### src/rtl/imm_pkg.sv
// Shared types for the immediate-generation stage and the control decoder.
package imm_pkg;

  typedef enum logic [2:0] {
    IMM_I    = 3'b000,
    IMM_S    = 3'b001,
    IMM_B    = 3'b010,
    IMM_J    = 3'b011,
    IMM_U    = 3'b100,
    IMM_Z    = 3'b101,
    IMM_SH   = 3'b110,
    IMM_RSVD = 3'b111
  } imm_src_e;

  typedef enum logic [1:0] {
    SKID_EMPTY = 2'b00,
    SKID_ONE   = 2'b01,
    SKID_FULL  = 2'b10
  } skid_state_e;

endpackage

### src/rtl/imm_gen_stage_if.sv
// Valid/ready bus for imm_gen_stage: upstream entry in, extended immediate out.
interface imm_gen_stage_if
  import imm_pkg::*;
#(
    parameter int XLEN  = 32,
    parameter int TAG_W = 32
);
    logic              in_valid_i;
    logic              in_ready_o;
    imm_src_e          imm_src_i;
    logic [24:0]       instr_i;
    logic [TAG_W-1:0]  tag_i;
    logic              out_valid_o;
    logic              out_ready_i;
    logic [XLEN-1:0]   imm_ext_o;
    logic [TAG_W-1:0]  tag_o;
    logic              imm_err_o;

    modport slave (
        input  in_valid_i, imm_src_i, instr_i, tag_i, out_ready_i,
        output in_ready_o, out_valid_o, imm_ext_o, tag_o, imm_err_o
    );

    modport master (
        output in_valid_i, imm_src_i, instr_i, tag_i, out_ready_i,
        input  in_ready_o, out_valid_o, imm_ext_o, tag_o, imm_err_o
    );
endinterface

### src/rtl/imm_format.sv
// Combinational bit mapping from instruction bits [31:7] to an XLEN-wide immediate.
module imm_format
  import imm_pkg::*;
#(
    parameter int XLEN = 32
) (
    input  imm_src_e         imm_src_i,
    input  logic [24:0]      instr_i,
    output logic [XLEN-1:0]  imm_o,
    output logic             err_o
);
    // Indexed by original instruction bit numbers so the mapping reads like the ISA tables.
    logic [31:7] w_ins;
    assign w_ins = instr_i;

    always_comb begin
        // NOTE: defaults first so no path through the case leaves an output unassigned (no latch).
        imm_o = '0;
        err_o = 1'b0;
        case (imm_src_i)
            IMM_I:  imm_o = XLEN'($signed(w_ins[31:20]));
            IMM_S:  imm_o = XLEN'($signed({w_ins[31:25], w_ins[11:7]}));
            IMM_B:  imm_o = XLEN'($signed({w_ins[31], w_ins[7], w_ins[30:25], w_ins[11:8], 1'b0}));
            IMM_J:  imm_o = XLEN'($signed({w_ins[31], w_ins[19:12], w_ins[20], w_ins[30:21], 1'b0}));
            IMM_U:  imm_o = XLEN'($signed({w_ins[31:12], 12'b0}));
            IMM_Z:  imm_o = XLEN'(w_ins[19:15]);
            IMM_SH: imm_o = (XLEN == 64) ? XLEN'(w_ins[25:20]) : XLEN'(w_ins[24:20]);
            default: err_o = 1'b1;
        endcase
    end
endmodule

### src/rtl/imm_gen_stage.sv
// Registered immediate-generation stage with valid/ready handshake and flush.
// Build option: define IMM_SKID_EN for a 2-entry skid buffer with registered in_ready_o.
module imm_gen_stage
  import imm_pkg::*;
#(
    parameter int XLEN  = 32,
    parameter int TAG_W = 32
) (
    input  logic               clk_i,
    input  logic               rst_i,
    input  logic               flush_i,
    imm_gen_stage_if.slave     bus
);
    logic [XLEN-1:0]  w_imm;
    logic             w_err;

    logic [XLEN-1:0]  r_imm;
    logic [TAG_W-1:0] r_tag;
    logic             r_err;
    logic             w_out_valid;
    logic             w_in_ready;

    imm_format #(.XLEN(XLEN)) u_format (
        .imm_src_i (bus.imm_src_i),
        .instr_i   (bus.instr_i),
        .imm_o     (w_imm),
        .err_o     (w_err)
    );

`ifdef IMM_SKID_EN
    skid_state_e      r_state;
    skid_state_e      w_state_nxt;
    logic             r_in_ready;
    logic [XLEN-1:0]  r_skid_imm;
    logic [TAG_W-1:0] r_skid_tag;
    logic             r_skid_err;
    logic             w_in_fire;
    logic             w_out_fire;
    logic             w_load_out;
    logic             w_load_skid;
    logic             w_pop_skid;

    assign w_in_ready  = r_in_ready;
    assign w_out_valid = (r_state != SKID_EMPTY);
    assign w_in_fire   = bus.in_valid_i && r_in_ready;
    assign w_out_fire  = w_out_valid && bus.out_ready_i;

    always_comb begin
        w_state_nxt = r_state;
        w_load_out  = 1'b0;
        w_load_skid = 1'b0;
        w_pop_skid  = 1'b0;
        case (r_state)
            SKID_EMPTY: begin
                if (w_in_fire) begin
                    w_state_nxt = SKID_ONE;
                    w_load_out  = 1'b1;
                end
            end
            SKID_ONE: begin
                if (w_in_fire && w_out_fire) begin
                    w_load_out = 1'b1;
                end else if (w_in_fire) begin
                    w_state_nxt = SKID_FULL;
                    w_load_skid = 1'b1;
                end else if (w_out_fire) begin
                    w_state_nxt = SKID_EMPTY;
                end
            end
            SKID_FULL: begin
                // in_ready is low here, so only the drain of the output can happen.
                if (w_out_fire) begin
                    w_state_nxt = SKID_ONE;
                    w_pop_skid  = 1'b1;
                end
            end
            default: w_state_nxt = SKID_EMPTY;
        endcase
        if (flush_i) begin
            w_state_nxt = SKID_EMPTY;
            w_load_out  = 1'b0;
            w_load_skid = 1'b0;
            w_pop_skid  = 1'b0;
        end
    end

    always_ff @(posedge clk_i or posedge rst_i) begin
        if (rst_i) begin
            // NOTE: non-blocking for all sequential state so every register samples pre-edge values.
            r_state    <= SKID_EMPTY;
            r_in_ready <= 1'b1;
        end else begin
            r_state    <= w_state_nxt;
            r_in_ready <= (w_state_nxt != SKID_FULL);
        end
    end

    always_ff @(posedge clk_i or posedge rst_i) begin
        if (rst_i) begin
            r_imm <= '0;
            r_tag <= '0;
            r_err <= 1'b0;
        end else if (w_load_out) begin
            r_imm <= w_imm;
            r_tag <= bus.tag_i;
            r_err <= w_err;
        end else if (w_pop_skid) begin
            r_imm <= r_skid_imm;
            r_tag <= r_skid_tag;
            r_err <= r_skid_err;
        end
    end

    // NOTE: skid payload has no reset; it is only ever read after being written in ONE->FULL.
    always_ff @(posedge clk_i) begin
        if (w_load_skid) begin
            r_skid_imm <= w_imm;
            r_skid_tag <= bus.tag_i;
            r_skid_err <= w_err;
        end
    end
`else
    logic r_out_valid;
    logic w_load;

    assign w_out_valid = r_out_valid;
    assign w_in_ready  = !r_out_valid || bus.out_ready_i;
    assign w_load      = bus.in_valid_i && w_in_ready && !flush_i;

    always_ff @(posedge clk_i or posedge rst_i) begin
        if (rst_i) begin
            r_out_valid <= 1'b0;
            r_imm       <= '0;
            r_tag       <= '0;
            r_err       <= 1'b0;
        end else begin
            if (flush_i) begin
                r_out_valid <= 1'b0;
            end else if (w_in_ready) begin
                r_out_valid <= bus.in_valid_i;
            end
            if (w_load) begin
                r_imm <= w_imm;
                r_tag <= bus.tag_i;
                r_err <= w_err;
            end
        end
    end
`endif

    assign bus.in_ready_o  = w_in_ready;
    assign bus.out_valid_o = w_out_valid;
    assign bus.imm_ext_o   = r_imm;
    assign bus.tag_o       = r_tag;
    assign bus.imm_err_o   = r_err;
endmodule
### src/flat_wrapper.sv
// flat-port wrapper written by rule: the top's interface ports become plain ports
module imm_gen_stage_flat import imm_pkg::*;
#(
    parameter int XLEN  = 32,
    parameter int TAG_W = 32
)
  (clk_i, rst_i, flush_i, bus_in_valid_i, bus_imm_src_i, bus_instr_i, bus_tag_i, bus_out_ready_i, bus_in_ready_o, bus_out_valid_o, bus_imm_ext_o, bus_tag_o, bus_imm_err_o);
  imm_gen_stage_if #(.XLEN(XLEN), .TAG_W(TAG_W)) bus_i ();
  input  logic clk_i;
  input  logic rst_i;
  input  logic flush_i;
  input wire logic [$bits(bus_i.in_valid_i)-1:0] bus_in_valid_i;
  input wire logic [$bits(bus_i.imm_src_i)-1:0] bus_imm_src_i;
  input wire logic [$bits(bus_i.instr_i)-1:0] bus_instr_i;
  input wire logic [$bits(bus_i.tag_i)-1:0] bus_tag_i;
  input wire logic [$bits(bus_i.out_ready_i)-1:0] bus_out_ready_i;
  output wire logic [$bits(bus_i.in_ready_o)-1:0] bus_in_ready_o;
  output wire logic [$bits(bus_i.out_valid_o)-1:0] bus_out_valid_o;
  output wire logic [$bits(bus_i.imm_ext_o)-1:0] bus_imm_ext_o;
  output wire logic [$bits(bus_i.tag_o)-1:0] bus_tag_o;
  output wire logic [$bits(bus_i.imm_err_o)-1:0] bus_imm_err_o;
  assign bus_i.in_valid_i = bus_in_valid_i;
  assign bus_i.imm_src_i = bus_imm_src_i;
  assign bus_i.instr_i = bus_instr_i;
  assign bus_i.tag_i = bus_tag_i;
  assign bus_i.out_ready_i = bus_out_ready_i;
  assign bus_in_ready_o = bus_i.in_ready_o;
  assign bus_out_valid_o = bus_i.out_valid_o;
  assign bus_imm_ext_o = bus_i.imm_ext_o;
  assign bus_tag_o = bus_i.tag_o;
  assign bus_imm_err_o = bus_i.imm_err_o;
  imm_gen_stage #(.XLEN(XLEN), .TAG_W(TAG_W)) u_core (.clk_i(clk_i), .rst_i(rst_i), .flush_i(flush_i), .bus(bus_i));
endmodule
### config.mk
export PLATFORM = sky130hd
export DESIGN_NAME = imm_gen_stage_flat
export DESIGN_NICKNAME = d
export VERILOG_FILES = /design/src/rtl/imm_pkg.sv /design/src/rtl/imm_gen_stage_if.sv /design/src/rtl/imm_format.sv /design/src/rtl/imm_gen_stage.sv /design/src/flat_wrapper.sv
export SDC_FILE = /design/constraint.sdc
export NUM_CORES = 1
export LEC_CHECK = 0
export ABC_AREA = 1
export BUFFER_PORTS_ARGS = -buffer_cell sky130_fd_sc_hd__buf_4
export CORE_MARGIN = 8
export CORE_UTILIZATION = 50
export CTS_BUF_LIST = sky130_fd_sc_hd__clkbuf_16
export DETAILED_ROUTE_END_ITERATION = 12
export GPL_ROUTABILITY_DRIVEN = 0
export HOLD_SLACK_MARGIN = 0.08
export PLACE_DENSITY = 0.91
export SYNTH_ARGS = -nofsm -noshare
export SYNTH_HDL_FRONTEND = slang
export SYNTH_SLANG_ARGS = --single-unit
export TNS_END_PERCENT = 50
### constraint.sdc
create_clock -name clk_i -period 4.5 [get_ports clk_i]
set_clock_uncertainty 0.05 [all_clocks]
set_input_delay 0.9 -clock clk_i [delete_from_list [all_inputs] [get_ports clk_i]]
set_output_delay 0.9 -clock clk_i [all_outputs]
set_load 0.1 [all_outputs]
-- Word level (Yosys, flattened, before mapping)
Index checks and enable logic that the tools add are counted.
- register bits after elaboration: 66
- bits of input ports: 65
- output and inout port bits: 67
- logic and storage cells: 22
- equal/unequal tests: 6
- mux-type cells: 4
- reduce and logical (&&, ||, !) cells: 8
- operators with widths (kind ; count):
    $pmux 32 s7 ; 1
    $eq 3x3->1 const B ; 3
    $reduce_or 7->1 ; 1
    $eq 3x2->1 const B ; 2
    $eq 3x1->1 const B ; 1
    $logic_not 3->1 ; 1
    $mux 1 ; 3
    $logic_and 1x1->1 ; 2
    $logic_not 1->1 ; 2
    $reduce_bool 2->1 ; 1
    $logic_or 1x1->1 ; 1

-- Depth between registers and ports, before layout
Gate-level depths: netlist (run 1).
- word-level depth: 4
- mapped depth: 7
- mapped depth without buffers: 7

-- By module
A second synthesis (run 1) with hierarchy kept.
- cell total of the unflattened synthesis: 377
- area total of the unflattened synthesis: 3064.2 um2
- by module, submodules not included (module ; times used ; cells an instance ; area each (um2)):
    imm_gen_stage ; 1 ; 289 ; 2652.5
    imm_format ; 1 ; 88 ; 411.6

-- Worst setup path before layout (run 1)
OpenSTA, ideal clock, no wires.
- path type: register to register
- start point: reg u_core.r_out_valid, in the netlist u_core.bus.out_valid_o
- end point: reg u_core.r_imm[10], in the netlist u_core.bus.imm_ext_o[10]
- library setup time: 95 ps
- arrival time: 2625 ps
- data required time: 4355 ps
- slack: 1729 ps
- cell stages (with the launch flop): 7
- buffers on the path: 2
- period minus slack after synthesis: 2771 ps
- cell sequence: dfrtp_1 -> nand2_1 -> nand2_1 -> buf_2 -> buf_2 -> nand2_1 -> o31ai_1
- word-level cells in the longest chain between the ends: 4
- RTL lines (element ; RTL line ; source):
    from (decl) ; imm_gen_stage.sv:123 ; logic r_out_valid;
    from (signal assigned) ; imm_gen_stage.sv:140 ; r_out_valid <= bus.in_valid_i;
    $logic_not 1->1 ; imm_gen_stage.sv:127 ; assign w_in_ready = !r_out_valid || bus.out_ready_i;
    $logic_or 1x1->1 ; imm_gen_stage.sv:127 ;
    via bus_in_ready_o ; flat_wrapper.sv:17 ; output wire logic [$bits(bus_i.in_ready_o)-1:0] bus_in_ready_o;
    $logic_and 1x1->1 (2 in series) ; imm_gen_stage.sv:128 ; assign w_load = bus.in_valid_i && w_in_ready && !flush_i;
    to (signal assigned) ; imm_gen_stage.sv:143 ; r_imm <= w_imm;
    to (decl) ; imm_gen_stage.sv:17 ; logic [XLEN-1:0] r_imm;
The timed path passes the listed nets, and every way through them passes these cells.
A chain may end at the register's enable or synchronous reset.

-- Worst setup path in the final report (run 1)
- start point: in bus_out_ready_i
- end point: out bus_in_ready_o
- word-level cells in the longest chain between the ends: 1
- RTL lines (element ; RTL line ; source):
    from (decl) ; flat_wrapper.sv:16 ; input wire logic [$bits(bus_i.out_ready_i)-1:0] bus_out_ready_i;
    $logic_or 1x1->1 ; imm_gen_stage.sv:127 ;
    to (decl) ; flat_wrapper.sv:17 ;
No other way between the ends.

==> impl_metrics.yaml, run 1 <==
placed_design:
  pre_cts_slack_ps: 2110
  io_buffer_count: 131
  dpl.hpwl_microns: 6110
  dp_cells: 521
clocking:
  post_cts_resize_count: 0
  clkTransAtPathRegs_ps: 50
  cts.sinks: 66
  cts_tree: "built"
  cts_buffers: 9
  ctsHoldBuffers: 0
  cts_max_path_buffers: 2
  cts_root_buffer: "clkbuf_16"
  ctsHtreeMaxLevel: 3
  post-cts-setup-buffer-count: 0
  insertion_delay_ps: 310
synth:
  async_reset_ff_share_pct: 100
  syn-num-nets: 397
  synth-seq-cells: 66
  synth_top_flop_cell: "dfrtp_1"
  ys_types: 18
  yosysSeqAreaShare_pct: 58.9
  synth_area_leaders: "dfrtp_1 (59%), nand2_1 (21%), nand3_1 (2.7%), a21oi_1 (2.5%), buf_2 (2.1%)"
  syn-cell-area_sq_um: 2800
  synth_top_area_share_pct: 58.9
  yosysTopAreaCell: "dfrtp_1"
  synth-edff-count: 0
  yosysMostFrequentCell: "nand2_1"
  syn_inst: 332
  yosysWarningCount: 0
  synth_area_per_cell_sq_um: 8.44
  yosys-top-cells-count: "nand2_1 (160), dfrtp_1 (66), nand3_1 (15)"
layout:
  layout-drive-gt1-share_pct: 33.1
  fillerInstances: 432
  syn_to_final_growth_pct: 45.1
  stdcell_count: 537
  diodes: 0
  seq_area_sq_um: 1650
  multi_input_area_sq_um: 1010
  nets: 525
run:
  maxCapViolations: 0
timing:
  final.period_utilization_pct: 52.7
  finalSetupViolCount: 0
  layout_setup_ws_ps: 2130
  period_minus_slack_ps: 2370
  relSlewSlack_pct: 40.7
  max_slew.worst_pin.slew_ps: 889
  max_freq_mhz: 422
  drv_slew: 0
  setup_tns_ps: 0
  rsz0062_at_grt: "no"
  hold_violations: 0
worst_setup_path:
  path_buf_inv: 3
  crit_family: "buffers and inverters"
  rr_startpoint: "u_core.bus.out_valid_o"
  crit_start: "bus_out_ready_i"
  critPathLaunchType: "primary input"
  max_stage_delay_ps: 310
  crit_chain: "buf_4, inv_1, nand2_1, buf_4"
  critPathSlowestCell: "buf_4"
  cp-end-kind: "output pin"
  r2r_cells: 6
  crit_arrival_ps: 1420
  worstReg2RegEnd: "u_core.bus.imm_ext_o[11]"
  regToRegSetupSlack_ps: 2800
  crit_fanout: 3
  cp_common_cell: "buf_4"
  crit_required_ps: 3550
  crit_type: "in -> out"
routing:
  drt-pass1-iter-count: 6
  drc_errors: 0
  vias: 2693
  wl_microns: 8350
  topRoutingLayerUsed: "met4"
  wl_per_cell_microns: 15.6
  ant_nets: 0
  met3_length_microns: 576
  drt_iter0_drc: 159
  wl_met2_microns: 4340
  via_per_inst: 5.01
  drt-met1-wl_microns: 3280
pwr:
  p_comb_share_pct: 42.5
  switchingPower_w: 0.00106
  seqPwrFrac_pct: 31.8
  leakage_nw: 2.29
  p_int_w: 0.00123
  power_density_nw_per_um2: 563
  clockPowerShare_pct: 25.7
  swShare_pct: 46.3
  peakVddDrop_mv: 0.352
min_path:
  holdPathStages: 2
  min_path_type: "reg -> reg"
  holdCritStartpoint: "u_core.bus.tag_o[22]"
  whs_endpoint: "u_core.bus.tag_o[22]"
die:
  dieHeight_microns: 90.9
  num_rows: 27
  ios: 132
  coreArea_sq_um: 5470
  die_area_sq_um: 8260
  initial_utilization_pct: 51.2
  die_width_microns: 90.9
grt:
  first_global_vias: 2890
  antenna_found_initial: 0
  grt_usage_pct: 20.9
  grt_first_pass_wirelength_microns: 14200
  grt_max_degree: 85
  grt_overflow: 0
status:
  outcome: "finished, final reports clean"
area by class of cell:
cell class / instances / share of cell area, %
multi-input cells: 235 / 24.9
flip-flops and latches: 66 / 40.6
well taps: 72 / 2.21
clock buffers: 9 / 5.54
clock inverters: 7 / 0.769
repair buffers: 133 / 24.5
inverters: 15 / 1.38
routing by layer:
layer / global-route usage (%) / up-vias
li1: - / 1314
met1: 23.7 / 1252
met2: 36.8 / 114
met3: 5.32 / 13
met4: 7.64 / 0
met5: 0 / -
worst min-delay path: cells and delay by family, from the launching register on:
| kind | cells | cell delay, ps |
|---|---|---|
| flops | 1 | 340 |
| simple gates | 2 | 100 |
metrics by stage:
| step | hold WS (ps) | power, W | utilization, % | instance area (sq um) |
|---|---|---|---|---|
| after detailed placement | 417 | 0.00171 | 69.6 | 3810 |
| after floorplan | 913 | 0.00147 | - | 2800 |
| after global routing | 451 | 0.00238 | 74.3 | 4070 |
| after global placement | 413 | 0.00170 | 69.6 | 3810 |
| after CTS | 432 | 0.00231 | 74.3 | 4070 |
| final | 424 | 0.00229 | 74.3 | 4070 |
state kept, by name, indices dropped and copies added, names as in the netlist:
name and cells:
u_core.bus.imm_err_o 1, u_core.bus.imm_ext_o 32, u_core.bus.out_valid_o 1, u_core.bus.tag_o 32
power by group through the flow:
stage	clock, W	sequential [W]	combinational (W)
6_report	0.000588	0.000728	0.000975
5_1_grt	0.000627	0.000739	0.00101
4_1_cts	0.000596	0.000728	0.000982
3_5_place_dp	0	0.000736	0.000979
3_3_place_gp	0	0.000732	0.000968
2_1_floorplan	0	0.00135	0.000124
cells by family (layout without fill, tap and decap cells):
| kind of cell | after synthesis | in the layout | share of synthesized area [%] |
|---|---|---|---|
| flip-flops | 66 | 66 | 58.9 |
| AO/OA/AOI/OAI | 44 | 44 | 8.75 |
| buffers and inverters | 31 | 164 | 4.96 |
| AND/OR/NAND/NOR | 191 | 191 | 27.4 |
how the worst max path moves through the flow:
stage | endpoint | slack, ps | depth (start not counted)
after global routing | bus_in_ready_o | 2110 | 4
after CTS | bus_in_ready_o | 2130 | 4
after global placement | bus_in_ready_o | 2150 | 4
after floorplan | u_core.bus.imm_ext_o[10] | 1730 | 6
final | bus_in_ready_o | 2130 | 4
after detailed placement | u_core.bus.imm_ext_o[16] | 2110 | 6
cells in the final DEF (no fill, tap or decap):
master      instances
clkinv_1            1
o21ai_0            11
nand2_1           159
dfrtp_1            66
clkinv_2            1
clkbuf_16           9
a21oi_1            14
nand3_1            15
nor2_1              5
o31ai_1             6
inv_2               4
clkinvlp_4          1
nor2_2              1
buf_4             133
o21ai_1             9
inv_1              15
nand2_2             4
nand4_1             6
a21o_1              4
nor3_2              1
(Power assumes the default switching activity.)
==> inputs of run 2 (changes only) <==
- CORE_UTILIZATION: 50 -> 42
- PLACE_DENSITY: 0.91 -> 0.82
- clock period: 4.5 -> 2 ns (I/O delays scaled with it)
==> run 2 against run 1 <==
Effect of this change: register-to-register slack got worse by 2300 ps; count of clock-buffer cells in the layout unchanged; routed wire length increased by 3.2%; combinational power increased by 130%; cell count increased by 1.3%; critical path depth decreased by 2; worst setup slack got worse by 1700 ps; design area increased by 3.9%; worst hold slack got worse by 300 ps; die area increased by 16%; first-iteration DRC count decreased by 19%; via count increased by 1.7%.
==> impl_metrics.yaml, run 2 (synthesis gave the netlist of run 1 again) <==
status:
  outcome: "finished, final reports clean"
die:
  initial_utilization_pct: 43.9
  die_area_sq_um: 9540
  ios: 132
  num_rows: 29
  dieHeight_microns: 97.7
  coreArea_sq_um: 6390
  die_width_microns: 97.7
worst_setup_path:
  critPathLaunchType: "flip-flop"
  crit_type: "reg -> out"
  max_stage_delay_ps: 410
  crit_required_ps: 1550
  crit_arrival_ps: 1100
  cp-end-kind: "output pin"
  crit_fanout: 3
  crit_chain: "nand2_4, buf_4"
  critPathSlowestCell: "dfrtp_2"
routing:
  drc_errors: 0
  drt_iter0_drc: 128
  vias: 2740
  drt-pass1-iter-count: 4
  wl_per_cell_microns: 15.8
  wl_microns: 8620
  ant_nets: 0
  via_per_inst: 5.04
pwr:
  peakVddDrop_mv: 0.822
  power_density_nw_per_um2: 1350
  leakage_nw: 2.35
grt:
  gr-max-usage-layer: "met2"
  met3_usage_pct: 4.27
  first_global_vias: 2881
  grt_use_met2_pct: 30.6
  grt_max_degree: 67
  grt_usage_pct: 18.1
  grt_first_pass_wirelength_microns: 14300
  antenna_found_initial: 0
  grt_overflow: 0
  met1_usage_pct: 20.9
layout:
  stdcell_count: 544
  syn_to_final_growth_pct: 50.8
  fillerInstances: 542
  layout_commonest_cell: "nand2_1"
  utilization_pct: 66.2
  layout-drive-gt1-share_pct: 34.5
  final_cell_mix: "nand2_1 (158), buf_4 (133), dfrtp_1 (65), nand3_1 (15), a21oi_1 (14)"
  stdcell_area_sq_um: 4230
  diodes: 0
  nets: 527
clocking:
  cts_root_buffer: "clkbuf_16"
  post-cts-setup-buffer-count: 0
  clkTransAtPathRegs_ps: 50
  ctsHoldBuffers: 0
  post_cts_resize_count: 0
  cts_max_path_buffers: 2
  cts.sinks: 66
  cts_buffers: 9
  ctsHtreeMaxLevel: 3
  cts_tree: "built"
  insertion_delay_ps: 320
placed_design:
  place_area_sq_um: 3870
  dpl.hpwl_microns: 6280
  dp_cells: 528
  io_buffer_count: 131
timing:
  finalSetupViolCount: 0
  hold_ws_ps: 120
  hold_violations: 0
  period_minus_slack_ps: 1550
  max_freq_mhz: 644
  max_slew.worst_pin.slew_ps: 740
  drv_slew: 0
  final.period_utilization_pct: 77.6
  setup_tns_ps: 0
  relSlewSlack_pct: 50.7
  rsz0062_at_grt: "no"
min_path:
  min_path_type: "in -> async"
run:
  maxCapViolations: 0
run 2: stage by stage:
step,power (W),setup slack [ps]
after floorplan,0.00332,149
after global placement,0.00384,381
after detailed placement,0.00387,330
after CTS,0.00576,439
after global routing,0.00591,327
final,0.00571,448
run 2: worst paths after layout:
path                                   startpoint                       end  slack [ps]  depth (start not counted)
min                                         rst_i  u_core.bus.imm_ext_o[21]         120                          3
min in group clk_i                        flush_i    u_core.bus.out_valid_o         180                          2
max reg2reg                u_core.bus.out_valid_o      u_core.bus.tag_o[29]         490                          5
min reg2reg                  u_core.bus.tag_o[13]      u_core.bus.tag_o[13]         420                          2
max                        u_core.bus.out_valid_o            bus_in_ready_o         450                          2
max in group asynchronous                   rst_i    u_core.bus.out_valid_o        1490                          3
run 2: power breakdown:
| group | leakage [nW] | internal, W | switching [W] | total [W] |
|---|---|---|---|---|
| Combinational | 1.34 | 0.000439 | 0.00177 | 0.00220 |
| Sequential | 0.834 | 0.00153 | 0.000114 | 0.00164 |
| Clock | 0.178 | 0.00133 | 0.000535 | 0.00187 |
run 2: final cells by class:
class	instances	area, sq um	share of cell area (%)
flip-flops and latches	66	1650	39.1
repair buffers	135	1040	24.6
multi-input cells	235	1020	24.2
clock buffers	9	225	5.33
clock inverters	7	133	3.14
well taps	77	96.3	2.28
inverters	15	60.1	1.42
run 2: layer usage:
metal	vias up	share of wire [%]
met5	-	0
met4	0	2.6
met3	22	5.8
met2	102	52
met1	1295	40
li1	1321	-
run 2: critical path, delay by kind of cell, from the launching register on:
family                 cells  cell delay [ps]
flip-flops                 1              410
buffers and inverters      1              290
AND/OR/NAND/NOR            1               80
==> inputs of run 3 (changes only) <==
- CORE_UTILIZATION: 42 -> 46
- PLACE_DENSITY: 0.82 -> 0.85
- clock period: 2 -> 1.56 ns (I/O delays scaled with it)
==> run 3 against run 2 <==
Effect of this change: sequential power is 29% higher; core utilization is 5.6 points higher; cell count is 0.55% higher; die area is 7.3% lower; critical path depth stayed put; register-to-register slack worse by 370 ps; flip-flop and latch count stayed put; count of clock-buffer cells in the layout stayed put; first-iteration DRC count is 14% higher.
==> impl_metrics.yaml, run 3 (synthesis gave the netlist of run 1 again) <==
clocking:
  insertion_delay_ps: 320
  cts_max_path_buffers: 2
  cts_root_buffer: "clkbuf_16"
  cts_buffers: 9
  clkTransAtPathRegs_ps: 50
  post-cts-setup-buffer-count: 0
  cts.sinks: 66
  ctsHtreeMaxLevel: 3
  cts_tree: "built"
routing:
  wl_microns: 8490
  vias: 2757
  wl_per_cell_microns: 15.5
  ant_nets: 0
  drc_errors: 0
  drt-pass1-iter-count: 5
  drt_iter0_drc: 146
  via_per_inst: 5.04
layout:
  stdcell_count: 547
  layout_commonest_cell: "nand2_1"
  diodes: 0
  syn_to_final_growth_pct: 51.6
  nets: 532
  utilization_pct: 71.8
  layout-drive-gt1-share_pct: 34.7
  final_cell_mix: "nand2_1 (158), buf_4 (135), dfrtp_1 (65), nand3_1 (15), a21oi_1 (14)"
pwr:
  peakVddDrop_mv: 1.06
  clockPowerShare_pct: 29.3
  seqPwrFrac_pct: 30.1
  swShare_pct: 44.2
  leakage_nw: 2.35
  p_comb_share_pct: 40.6
  p_int_w: 0.00391
  power_density_nw_per_um2: 1650
  switchingPower_w: 0.00309
grt:
  grt_max_degree: 67
  grt_use_met2_pct: 32.4
  gr-max-usage-layer: "met2"
  grt_first_pass_wirelength_microns: 13800
  antenna_found_initial: 0
  met1_usage_pct: 22.7
  met3_usage_pct: 5.12
  first_global_vias: 2792
  grt_usage_pct: 19.6
  grt_overflow: 0
worst_setup_path:
  cp-end-kind: "output pin"
  critPathLaunchType: "flip-flop"
  crit_arrival_ps: 1120
  crit_required_ps: 1200
  r2r_cells: 6
  worstReg2RegEnd: "u_core.bus.imm_ext_o[11]"
  crit_fanout: 3
  regToRegSetupSlack_ps: 120
  rr_startpoint: "u_core.bus.out_valid_o"
  crit_type: "reg -> out"
timing:
  final.period_utilization_pct: 95.1
  max_slew.worst_pin.slew_ps: 549
  hold_violations: 0
  relSlewSlack_pct: 63.3
  drv_slew: 0
  setup_tns_ps: 0
  rsz0062_at_grt: "no"
  finalSetupViolCount: 0
  period_minus_slack_ps: 1480
  max_freq_mhz: 674
placed_design:
  io_buffer_count: 131
  dpl.hpwl_microns: 6350
  dp_cells: 530
die:
  num_rows: 28
  die_width_microns: 94.1
  coreArea_sq_um: 5920
  dieHeight_microns: 94.1
  initial_utilization_pct: 47.3
  ios: 132
  die_area_sq_um: 8850
min_path:
  whs_endpoint: "u_core.bus.out_valid_o"
  holdCritStartpoint: "flush_i"
  min_path_type: "in -> reg"
  holdPathStages: 2
status:
  outcome: "finished, final reports clean"
run:
  maxCapViolations: 0
==> run 3: cell types whose count changed in the layout (fill, tap and decap cells not counted), sizes merged <==
| cell | before | now |
|---|---|---|
| bufinv | 4 | 2 |
| dlygate4sd3 | 0 | 1 |
| clkinvlp | 1 | 2 |
| buf | 135 | 139 |
| inv | 15 | 14 |
| clkinv | 2 | 4 |
==> run 3: cell type report <==
class	count	area [sq um]
Tap cell	75	93.8
Fill cell	451	1670
Timing Repair Buffer	140	1090
Inverter	15	60.1
Clock inverter	7	83.8
Multi-Input combinational cell	235	1040
Sequential cell	66	1660
Clock buffer	9	225
==> run 3: worst max-delay path, stage by stage (launching register included) <==
cell and delay [ps]:
dfrtp_4 500, nand2_8 80, buf_6 220
==> run 3: repair_timing <==
| item | 4_1_cts | 5_1_grt |
|---|---|---|
| resized for setup | 0 | 1 |
| hold buffers | 1 | 0 |
| setup endpoints to repair | 0 | 1 |
| endpoints found under the hold margin | 66 | 0 |
==> run 3: power by group through the flow <==
stage               Sequential, W  Combinational (W)  Clock [W]
floorplan                 0.00389           0.000367          0
global placement          0.00212            0.00282          0
detailed placement        0.00213            0.00286          0
CTS                       0.00210            0.00286    0.00208
global route              0.00213            0.00296    0.00217
finish                    0.00211            0.00284    0.00205
==> run 3: metrics by stage <==
| stage | hold WS [ps] | power, W | setup WS [ps] | instance area (sq um) |
|---|---|---|---|---|
| 2_1_floorplan | 321 | 0.00426 | 5.80 | 2840 |
| 3_3_place_gp | 384 | 0.00494 | 117 | 3930 |
| 3_5_place_dp | 393 | 0.00498 | 75.3 | 3930 |
| 4_1_cts | 96.4 | 0.00705 | 2.74 | 4250 |
| 5_1_grt | 96.4 | 0.00726 | 44.1 | 4250 |
| 6_report | 104 | 0.00700 | 76.4 | 4250 |
==> run 3: routing by layer <==
layer  up-vias  wire, microns
li1       1327              -
met1      1261           3370
met2       144           4190
met3        25            631
met4         0            301
met5         -              0
==> run 3: how the worst max path moves through the flow <==
stage	from	endpoint	slack (ps)	cells past startpoint
finish	u_core.bus.out_valid_o	bus_in_ready_o	80	2
global route	u_core.bus.out_valid_o	bus_in_ready_o	40	2
CTS	u_core.bus.out_valid_o	bus_in_ready_o	3	2
detailed placement	flush_i	u_core.bus.imm_ext_o[11]	80	7
global placement	flush_i	u_core.bus.imm_ext_o[11]	120	7
floorplan	u_core.bus.out_valid_o	u_core.bus.imm_ext_o[31]	6	6
